## config.mk

```make
export PLATFORM = sky130hd
export DESIGN_NAME = fifo_param_flat
export DESIGN_NICKNAME = d
export VERILOG_FILES = /design/src/rtl/fifo_param_if.sv /design/src/rtl/fifo_param.sv /design/src/flat_wrapper.sv
export SDC_FILE = /design/constraint.sdc
export NUM_CORES = 1
export LEC_CHECK = 0
export BUFFER_PORTS_ARGS = -buffer_cell sky130_fd_sc_hd__buf_2
export CAP_MARGIN = 20
export CORE_AREA = 2 2 105 107
export CTS_BUF_LIST = sky130_fd_sc_hd__clkbuf_4 sky130_fd_sc_hd__clkbuf_8 sky130_fd_sc_hd__clkbuf_16
export DETAILED_ROUTE_END_ITERATION = 6
export DIE_AREA = 0 0 107 109
export GPL_ROUTABILITY_DRIVEN = 0
export PLACE_DENSITY = 0.81
export SLEW_MARGIN = 20
export SYNTH_ARGS = -nofsm -noshare
export SYNTH_HDL_FRONTEND = slang
export SYNTH_SLANG_ARGS = --single-unit
```

## constraint.sdc

```tcl
create_clock -name ck -period 2.65 [get_ports ck]
set_input_delay 0.53 -clock ck [delete_from_list [all_inputs] [get_ports ck]]
set_output_delay 0.53 -clock ck [all_outputs]
set_load 0.03 [all_outputs]
```

## src/rtl/fifo_param_if.sv

```systemverilog
// rtl/fifo_param_if.sv - handshake/status bundle between a fifo_param instance and its user
interface fifo_param_if #(
    parameter int DW = 8,
    parameter int AW = 4
);
    logic          Fclr;
    logic [DW-1:0] Din;
    logic          Wen;
    logic          Ren;
    logic [DW-1:0] Dout;
    logic          Dvalid;
    logic          Fempty;
    logic          Ffull;
    logic          Falmost_full;
    logic          Falmost_empty;
    logic [AW:0]   Count;
    logic          Ovf;
    logic          Udf;

    modport master (
        output Fclr, Din, Wen, Ren,
        input  Dout, Dvalid, Fempty, Ffull, Falmost_full, Falmost_empty, Count, Ovf, Udf
    );

    modport slave (
        input  Fclr, Din, Wen, Ren,
        output Dout, Dvalid, Fempty, Ffull, Falmost_full, Falmost_empty, Count, Ovf, Udf
    );
endinterface

```

## src/rtl/fifo_param.sv

```systemverilog
// rtl/fifo_param.sv - parametrised synchronous FIFO with count, level flags, sticky errors, flush
// Optional first-word-fall-through output selected by macro FIFO_FWFT_EN.
module fifo_param #(
    parameter int DW     = 8,
    parameter int AW     = 4,
    parameter int AF_LVL = 14,
    parameter int AE_LVL = 2
) (
    input logic         ck,
    input logic         rst,
    fifo_param_if.slave f
);
    localparam int          DEPTH    = 1 << AW;
    localparam logic [AW:0] FULL_CNT = (AW+1)'(DEPTH);
    localparam logic [AW:0] AF_THR   = (AW+1)'(AF_LVL);
    localparam logic [AW:0] AE_THR   = (AW+1)'(AE_LVL);
    localparam logic [AW:0] CNT_ONE  = {{AW{1'b0}}, 1'b1};
    localparam logic [AW-1:0] PTR_ONE = {{(AW-1){1'b0}}, 1'b1};

    logic [DW-1:0] mem [DEPTH];
    logic [AW-1:0] wptr;
    logic [AW-1:0] rptr;
    logic [AW:0]   count;
    logic [AW:0]   count_nxt;
    logic          empty_q;
    logic          full_q;
    logic          afull_q;
    logic          aempty_q;
    logic          ovf_q;
    logic          udf_q;
    logic          rd_ok;
    logic          wr_ok;

    // A write into a full FIFO is only legal when the same edge frees a slot.
    always_comb begin
        rd_ok     = f.Ren & ~empty_q;
        wr_ok     = f.Wen & (~full_q | rd_ok);
        count_nxt = count;
        if (wr_ok && !rd_ok) begin
            count_nxt = count + CNT_ONE;
        end else if (rd_ok && !wr_ok) begin
            count_nxt = count - CNT_ONE;
        end
    end

    always_ff @(posedge ck) begin
        if (!rst) begin
            wptr     <= '0;
            rptr     <= '0;
            count    <= '0;
            empty_q  <= 1'b1;
            full_q   <= 1'b0;
            afull_q  <= 1'b0;
            aempty_q <= 1'b1;
            ovf_q    <= 1'b0;
            udf_q    <= 1'b0;
        end else if (f.Fclr) begin
            wptr     <= '0;
            rptr     <= '0;
            count    <= '0;
            empty_q  <= 1'b1;
            full_q   <= 1'b0;
            afull_q  <= 1'b0;
            aempty_q <= 1'b1;
        end else begin
            if (wr_ok) wptr <= wptr + PTR_ONE;
            if (rd_ok) rptr <= rptr + PTR_ONE;
            count    <= count_nxt;
            empty_q  <= (count_nxt == '0);
            full_q   <= (count_nxt == FULL_CNT);
            afull_q  <= (count_nxt >= AF_THR);
            aempty_q <= (count_nxt <= AE_THR);
            ovf_q    <= ovf_q | (f.Wen & ~wr_ok);
            udf_q    <= udf_q | (f.Ren & ~rd_ok);
        end
    end

    always_ff @(posedge ck) begin
        if (rst && !f.Fclr && wr_ok) begin
            mem[wptr] <= f.Din;
        end
    end

`ifdef FIFO_FWFT_EN
    // Head word is shown as soon as the registered empty flag drops.
    assign f.Dout   = empty_q ? '0 : mem[rptr];
    assign f.Dvalid = ~empty_q;
`else
    logic [DW-1:0] dout_q;
    logic          dvalid_q;

    always_ff @(posedge ck) begin
        if (!rst) begin
            dout_q   <= '0;
            dvalid_q <= 1'b0;
        end else if (f.Fclr) begin
            dvalid_q <= 1'b0;
        end else begin
            dvalid_q <= rd_ok;
            if (rd_ok) dout_q <= mem[rptr];
        end
    end

    assign f.Dout   = dout_q;
    assign f.Dvalid = dvalid_q;
`endif

    assign f.Fempty        = empty_q;
    assign f.Ffull         = full_q;
    assign f.Falmost_full  = afull_q;
    assign f.Falmost_empty = aempty_q;
    assign f.Count         = count;
    assign f.Ovf           = ovf_q;
    assign f.Udf           = udf_q;
endmodule
```

## src/flat_wrapper.sv

```systemverilog
// flat-port wrapper written by rule: the top's interface ports become plain ports
module fifo_param_flat 
#(
    parameter int DW     = 8,
    parameter int AW     = 4,
    parameter int AF_LVL = 14,
    parameter int AE_LVL = 2
)
  (ck, rst, f_Fclr, f_Din, f_Wen, f_Ren, f_Dout, f_Dvalid, f_Fempty, f_Ffull, f_Falmost_full, f_Falmost_empty, f_Count, f_Ovf, f_Udf);
  fifo_param_if #(.DW(DW), .AW(AW)) f_i ();
  input logic ck;
  input logic rst;
  input wire logic [$bits(f_i.Fclr)-1:0] f_Fclr;
  input wire logic [$bits(f_i.Din)-1:0] f_Din;
  input wire logic [$bits(f_i.Wen)-1:0] f_Wen;
  input wire logic [$bits(f_i.Ren)-1:0] f_Ren;
  output wire logic [$bits(f_i.Dout)-1:0] f_Dout;
  output wire logic [$bits(f_i.Dvalid)-1:0] f_Dvalid;
  output wire logic [$bits(f_i.Fempty)-1:0] f_Fempty;
  output wire logic [$bits(f_i.Ffull)-1:0] f_Ffull;
  output wire logic [$bits(f_i.Falmost_full)-1:0] f_Falmost_full;
  output wire logic [$bits(f_i.Falmost_empty)-1:0] f_Falmost_empty;
  output wire logic [$bits(f_i.Count)-1:0] f_Count;
  output wire logic [$bits(f_i.Ovf)-1:0] f_Ovf;
  output wire logic [$bits(f_i.Udf)-1:0] f_Udf;
  assign f_i.Fclr = f_Fclr;
  assign f_i.Din = f_Din;
  assign f_i.Wen = f_Wen;
  assign f_i.Ren = f_Ren;
  assign f_Dout = f_i.Dout;
  assign f_Dvalid = f_i.Dvalid;
  assign f_Fempty = f_i.Fempty;
  assign f_Ffull = f_i.Ffull;
  assign f_Falmost_full = f_i.Falmost_full;
  assign f_Falmost_empty = f_i.Falmost_empty;
  assign f_Count = f_i.Count;
  assign f_Ovf = f_i.Ovf;
  assign f_Udf = f_i.Udf;
  fifo_param #(.DW(DW), .AW(AW), .AF_LVL(AF_LVL), .AE_LVL(AE_LVL)) u_core (.ck(ck), .rst(rst), .f(f_i));
endmodule
```

; ---- Yosys cells after proc, flatten, opt, wreduce, memory -nomap -nowiden
; Memories as Yosys holds them, arrays and structs flattened. A register that Yosys moved wholly into a read port is not among the register bits.
; Index checks and enable logic that the tools add are counted.
[totals]
regBits = 20
ram_bits = 128
in_bits = 13
wordCells = 46
mem_count = 1
[mem_list]
columns = name, words, width, read_ports, rd_clocked_by_memory_dff, wr, line_no
row1 = u_core.mem, 16, 8, 1, 1, 1, fifo_param.sv:20  ; logic [DW-1:0] mem [DEPTH];
[classes]
add_sub_neg = 4
n_lt_le_gt_ge = 2
n_eq_ne = 1
n_mux = 4
bitwise_logic = 13
n_reduce_logical = 11
[op_table]
columns = op, count
row1 = $mux W5, 2
row2 = $add A4 B1 Y4 const B, 2
row3 = $not A1 Y1, 6
row4 = $add A5 B1 Y5 const B, 1
row5 = $eq A5 B5 Y1 const B, 1
row6 = $ge A5 B4 Y1 const B, 1
row7 = $le A5 B2 Y1 const B, 1
row8 = $logic_not A5 Y1, 1
row9 = $sub A5 B1 Y5 const B, 1
row10 = $and A1 B1 Y1, 4
row11 = $logic_and A1 B1 Y1, 4
row12 = $logic_not A1 Y1, 4
row13 = $or A1 B1 Y1, 3
row14 = $mux W1, 2
row15 = $reduce_and A2 Y1, 1
row16 = $reduce_or A2 Y1, 1

; ---- Longest topological paths before layout
[depth]
ltp_word = 9
ltp_mapped = 7
ltp_nobuf = 6

; ---- Worst setup path after synthesis
; OpenSTA, ideal clock, no wires.
[synth_timing]
path_kind = input to register
from = input f_Ren
to = memory u_core.mem[3][0] (enable)
setup_time_ns = 0.370
arrival_time_ns = 1.676
t_required_ns = 2.280
setup_slack_ns = 0.604
path_stages = 4
n_path_buf = 0
cell_sequence = or2b_4 > a21boi_2 > nand2_1 > nor2_1
[synth_via]
elab_chain_len = 6
[synth_rtl]
columns = element, line_no
row1 = from (decl), flat_wrapper.sv:16  ; input wire logic [$bits(f_i.Ren)-1:0] f_Ren;
row2 = $and A1 B1 Y1, fifo_param.sv:36  ; rd_ok = f.Ren & ~empty_q;
row3 = $or A1 B1 Y1, fifo_param.sv:37  ; wr_ok = f.Wen & (~full_q | rd_ok);
row4 = $and A1 B1 Y1, fifo_param.sv:37
row5 = $logic_and A1 B1 Y1, fifo_param.sv:79  ; if (rst && !f.Fclr && wr_ok) begin
row6 = $mux W1, fifo_param.sv:79
row7 = $mux W1 (implied by the code), fifo_param.sv:80  ; mem[wptr] <= f.Din;
row8 = to (decl), fifo_param.sv:20
; No other way between the ends.

; ---- Worst setup path in the final report
[layout_timing]
from = register u_core.empty_q, in the netlist u_core.f.Fempty
to = memory u_core.mem[3][5] (enable)
[layout_via]
elab_chain_len = 7
[layout_rtl]
columns = element, line_no
row1 = from (decl), fifo_param.sv:25  ; logic empty_q;
row2 = from (signal assigned), fifo_param.sv:69  ; empty_q <= (count_nxt == '0);
row3 = $not A1 Y1, fifo_param.sv:36
row4 = $and A1 B1 Y1, fifo_param.sv:36
row5 = $or A1 B1 Y1, fifo_param.sv:37
row6 = $and A1 B1 Y1, fifo_param.sv:37
row7 = $logic_and A1 B1 Y1, fifo_param.sv:79
row8 = $mux W1, fifo_param.sv:79
row9 = $mux W1 (implied by the code), fifo_param.sv:80
; No other way between the ends.

==> impl_results.md <==
* Max-slew violations at 0
* Syn-to-layout area delta at 15.6%
* Maxcap violations at 0
* Status: complete, no violations
* Worst Max-Slew Pin Slew at 0.592 ns
* Area of the multi-input gates at 1720 sq um
* Synth warn at 0
* Ant. Diodes at 0
* Post-Syn Area per Cell at 17.0 sq um
* Setup slack, reg-to-reg at 0.55 ns
* Post-cts gate resize count at 0
* H-tree depth at 4
* Leading cell type in the layout, fill and taps excluded: edfxtp_1
* Period utilization at 79.2%
* DR WL/cell at 22.6 um
* HP Class: in -> reg
* Clock skew at 0.00757 ns
* Lkg Pwr at 0.00244 uW
* CTS tree: built
* P_sw at 1090 uW
* Worst hold stages at 2
* Overall die height at 109 um
* Fill cells at 654
* Crit end category: register
* Post-CTS setup buffer count at 0
* Final net count at 442
* Vias per cell at 5.90
* Vias in the first global route at 3425
* R2r endpoint: u_core.mem[3][5]$_DFFE_PP_
* Clock sink count at 156
* Int Power at 4090 uW
* Die width at 107 um
* CP required at about 2.9 ns
* Synthesized cell area at 6240 sq um
* Clock Pin Slew Worst Setup and Hold Paths at 0.07 ns
* Gr usage total at between 20% and 30%
* Largest net degree at the start of global routing at 36
* Mapped Nets at around 390
* Sum Neg Setup Slack at 0 ns
* Pwr dens at 718 nW/um^2
* Overall die area at 11700 sq um
* Critical path, cell by cell: or2b_4, a21boi_2, nand2_1, nor2_1, buf_4
* Drc violations at 0
* CP top delay family: simple AND/OR/NAND/NOR gates
* Post-synthesis sequential element count at 156
* Most frequent cells in the layout: edfxtp_1 (128), nand2_1 (38), nor2_1 (32), mux4_2 (32), buf_2 (32)
* Routed wire length at 13000 um
* Clock power frac at 44.8%
* RR Startpoint: u_core.f.Fempty$_SDFF_PP1_
* Initial core utilization at 58.8%
* I/O pin count at 33
* Max Clk Rate at 476 MHz
* Synthesized instance count at 366
* Initial drt markers at 425
* Detailed Place HPWL at 8390 um
* R2R depth at 5
* Gate power share at 3.5%
* CTS max path bufs at 2
* Vias after detailed routing at approximately 3400
* Unrepaired setup endpoints after global routing: no
* Slew headroom at just over 60%
* Switching portion of total power at 21.0%
* Min Tclk post-route at 2.10 ns
* Register area share after synthesis at 70.6%
* Critical Path Stages at 5
* Critical Path Fanout Max at 8
* Min-delay src: rst
* Rows at 38
* Antenna violations before repair at 0
* Drt pass-1 iters at 5
* Grt ovf at 0
* CP peak stage delay at between 0.3 and 0.4 ns
* Library cells used by synthesis at 49
* First-pass GRT wire length at about 20000 um
* CP Launch Type: register
* CP arrival at 2.33 ns
* Num CTS Buffers at 17
* WP buf/inv at 1
* Number of routed nets with antenna violations at 0
* CP max stage cell: dfxtp_1
* WHS Endpoint: u_core.f.Udf$_SDFFE_PN0N_
* Utilization after layout at 68.0%
* Final setup viols at 0
* Reg area at 4410 sq um
* Crit path kind: reg -> reg
* Core Footprint at 10600 sq um
* Worst hold slack at 0.333 ns
* Clk root buf: clkbuf_8
* Buffers on Ports at 32
* Skew-Pair Late Insertion Delay at around 0.53 ns
* # hold bufs at CTS at 0
* Final hold violations at 0
* Seq pwr share at between 50% and 60%
* Fraction of layout cells with a size suffix above 1 at 30.3%
* VDD IR max at 360 uV
-- per-stage QoR --
stage / instances / cell area [sq um] / total power (uW) / worst slack (ns)
6_report: 575 / 7210 / 5170 / 0.551
4_1_cts: 575 / 7210 / 5200 / 0.570
5_1_grt: 575 / 7210 / 5310 / 0.488
3_3_place_gp: 543 / 6640 / 2900 / 0.486
3_5_place_dp: 543 / 6640 / 2910 / 0.404
2_1_floorplan: 366 / 6240 / 2830 / 0.604
-- kinds of logic (layout without fill, tap and decap cells) --
group                      count (synthesis)  in the layout  share of synthesized area (%)
DFF                                      156            156                           70.6
and+or+nand+nor                           98             98                           7.99
xor gates and xnor gates                   9              9                           1.50
AOI/OAI and AO/OA                         44             44                           5.10
buffers and inverters                     20             89                           1.83
adders and majority gates                  7              7                           1.40
muxes                                     32             32                           11.6
-- flip-flops by register name, summed over array words and instances, names as in the netlist --
register	flops
u_core.f.Udf	1
u_core.f.Dout	8
u_core.f.Falmost_empty	1
u_core.f.Falmost_full	1
u_core.mem	128
u_core.wptr	4
u_core.f.Ovf	1
u_core.f.Dvalid	1
u_core.f.Fempty	1
u_core.rptr	4
u_core.f.Count	5
u_core.f.Ffull	1
-- worst max path at each step --
stage	slack [ns]	end	start
2_1_floorplan	0.60	u_core.mem[3][0]$_DFFE_PP_	f_Ren
3_3_place_gp	0.49	u_core.mem[7][0]$_DFFE_PP_	f_Ren
3_5_place_dp	0.40	u_core.mem[3][4]$_DFFE_PP_	f_Ren
4_1_cts	0.57	u_core.mem[3][5]$_DFFE_PP_	u_core.f.Fempty$_SDFF_PP1_
5_1_grt	0.49	u_core.mem[3][5]$_DFFE_PP_	u_core.f.Fempty$_SDFF_PP1_
6_report	0.55	u_core.mem[3][5]$_DFFE_PP_	u_core.f.Fempty$_SDFF_PP1_
-- power by group through the flow --
stage                     sequential [uW]  clock, uW  combinational (uW)
after CTS                            2680       2340                 183
after detailed placement             2730          0                 181
after global placement               2730          0                 175
after floorplan                      2740          0                91.6
after global routing                 2680       2440                 198
final                                2680       2320                 181
-- synthesized netlist by cell type (all sizes together) --
| library cell | count | area [sq um] |
|---|---|---|
| and3 | 1 | 6.26 |
| clkinv | 1 | 3.75 |
| a21boi | 1 | 11.3 |
| nand2b | 3 | 28.8 |
| mux4 | 32 | 721 |
| o211a | 1 | 10.0 |
| clkbuf | 5 | 20.0 |
| nor2b | 4 | 27.5 |
| nor4b | 1 | 23.8 |
| and2 | 3 | 18.8 |
| a21oi | 4 | 20.0 |
| xnor2 | 4 | 42.6 |
| o21ai | 14 | 73.8 |
| o211ai | 1 | 7.51 |
| nor2 | 33 | 126 |
| o22ai | 1 | 6.26 |
| a31o | 1 | 8.76 |
| nor3 | 4 | 25.0 |
| buf | 10 | 75.1 |
| edfxtp | 128 | 3840 |
| o21a | 2 | 15.0 |
| nor4 | 1 | 6.26 |
| or2b | 1 | 11.3 |
| o41ai | 2 | 32.5 |
| nor3b | 2 | 37.5 |
| inv | 4 | 15.0 |
| dfxtp | 28 | 561 |
| or3 | 1 | 6.26 |
| nand4 | 2 | 12.5 |
| and4b | 1 | 10.0 |
| xor2 | 5 | 51.3 |
| a22oi | 17 | 133 |
| nand3 | 3 | 15.0 |
| ha | 7 | 87.6 |
| nand2 | 38 | 143 |
-- metal layers --
metal  share of wire (%)  up-vias  GRT usage, %  wire [um]
li1                    -     1531             -          -
met1                  42     1690          33.2       5510
met2                  48      149          38.4       6290
met3                 6.3       24          5.56        821
met4                 2.9        0          11.7        373
met5                   0        -             0          0
-- final cells by class --
type / count / share of cell area, %
Sequential cell: 156 / 61.1
Multi-Input combinational cell: 190 / 23.8
Clock buffer: 19 / 5.95
Timing Repair Buffer: 52 / 4.48
Tap cell: 140 / 2.43
Clock inverter: 13 / 1.94
Inverter: 5 / 0.260
Note: power is estimated with default switching activity, not from simulation.
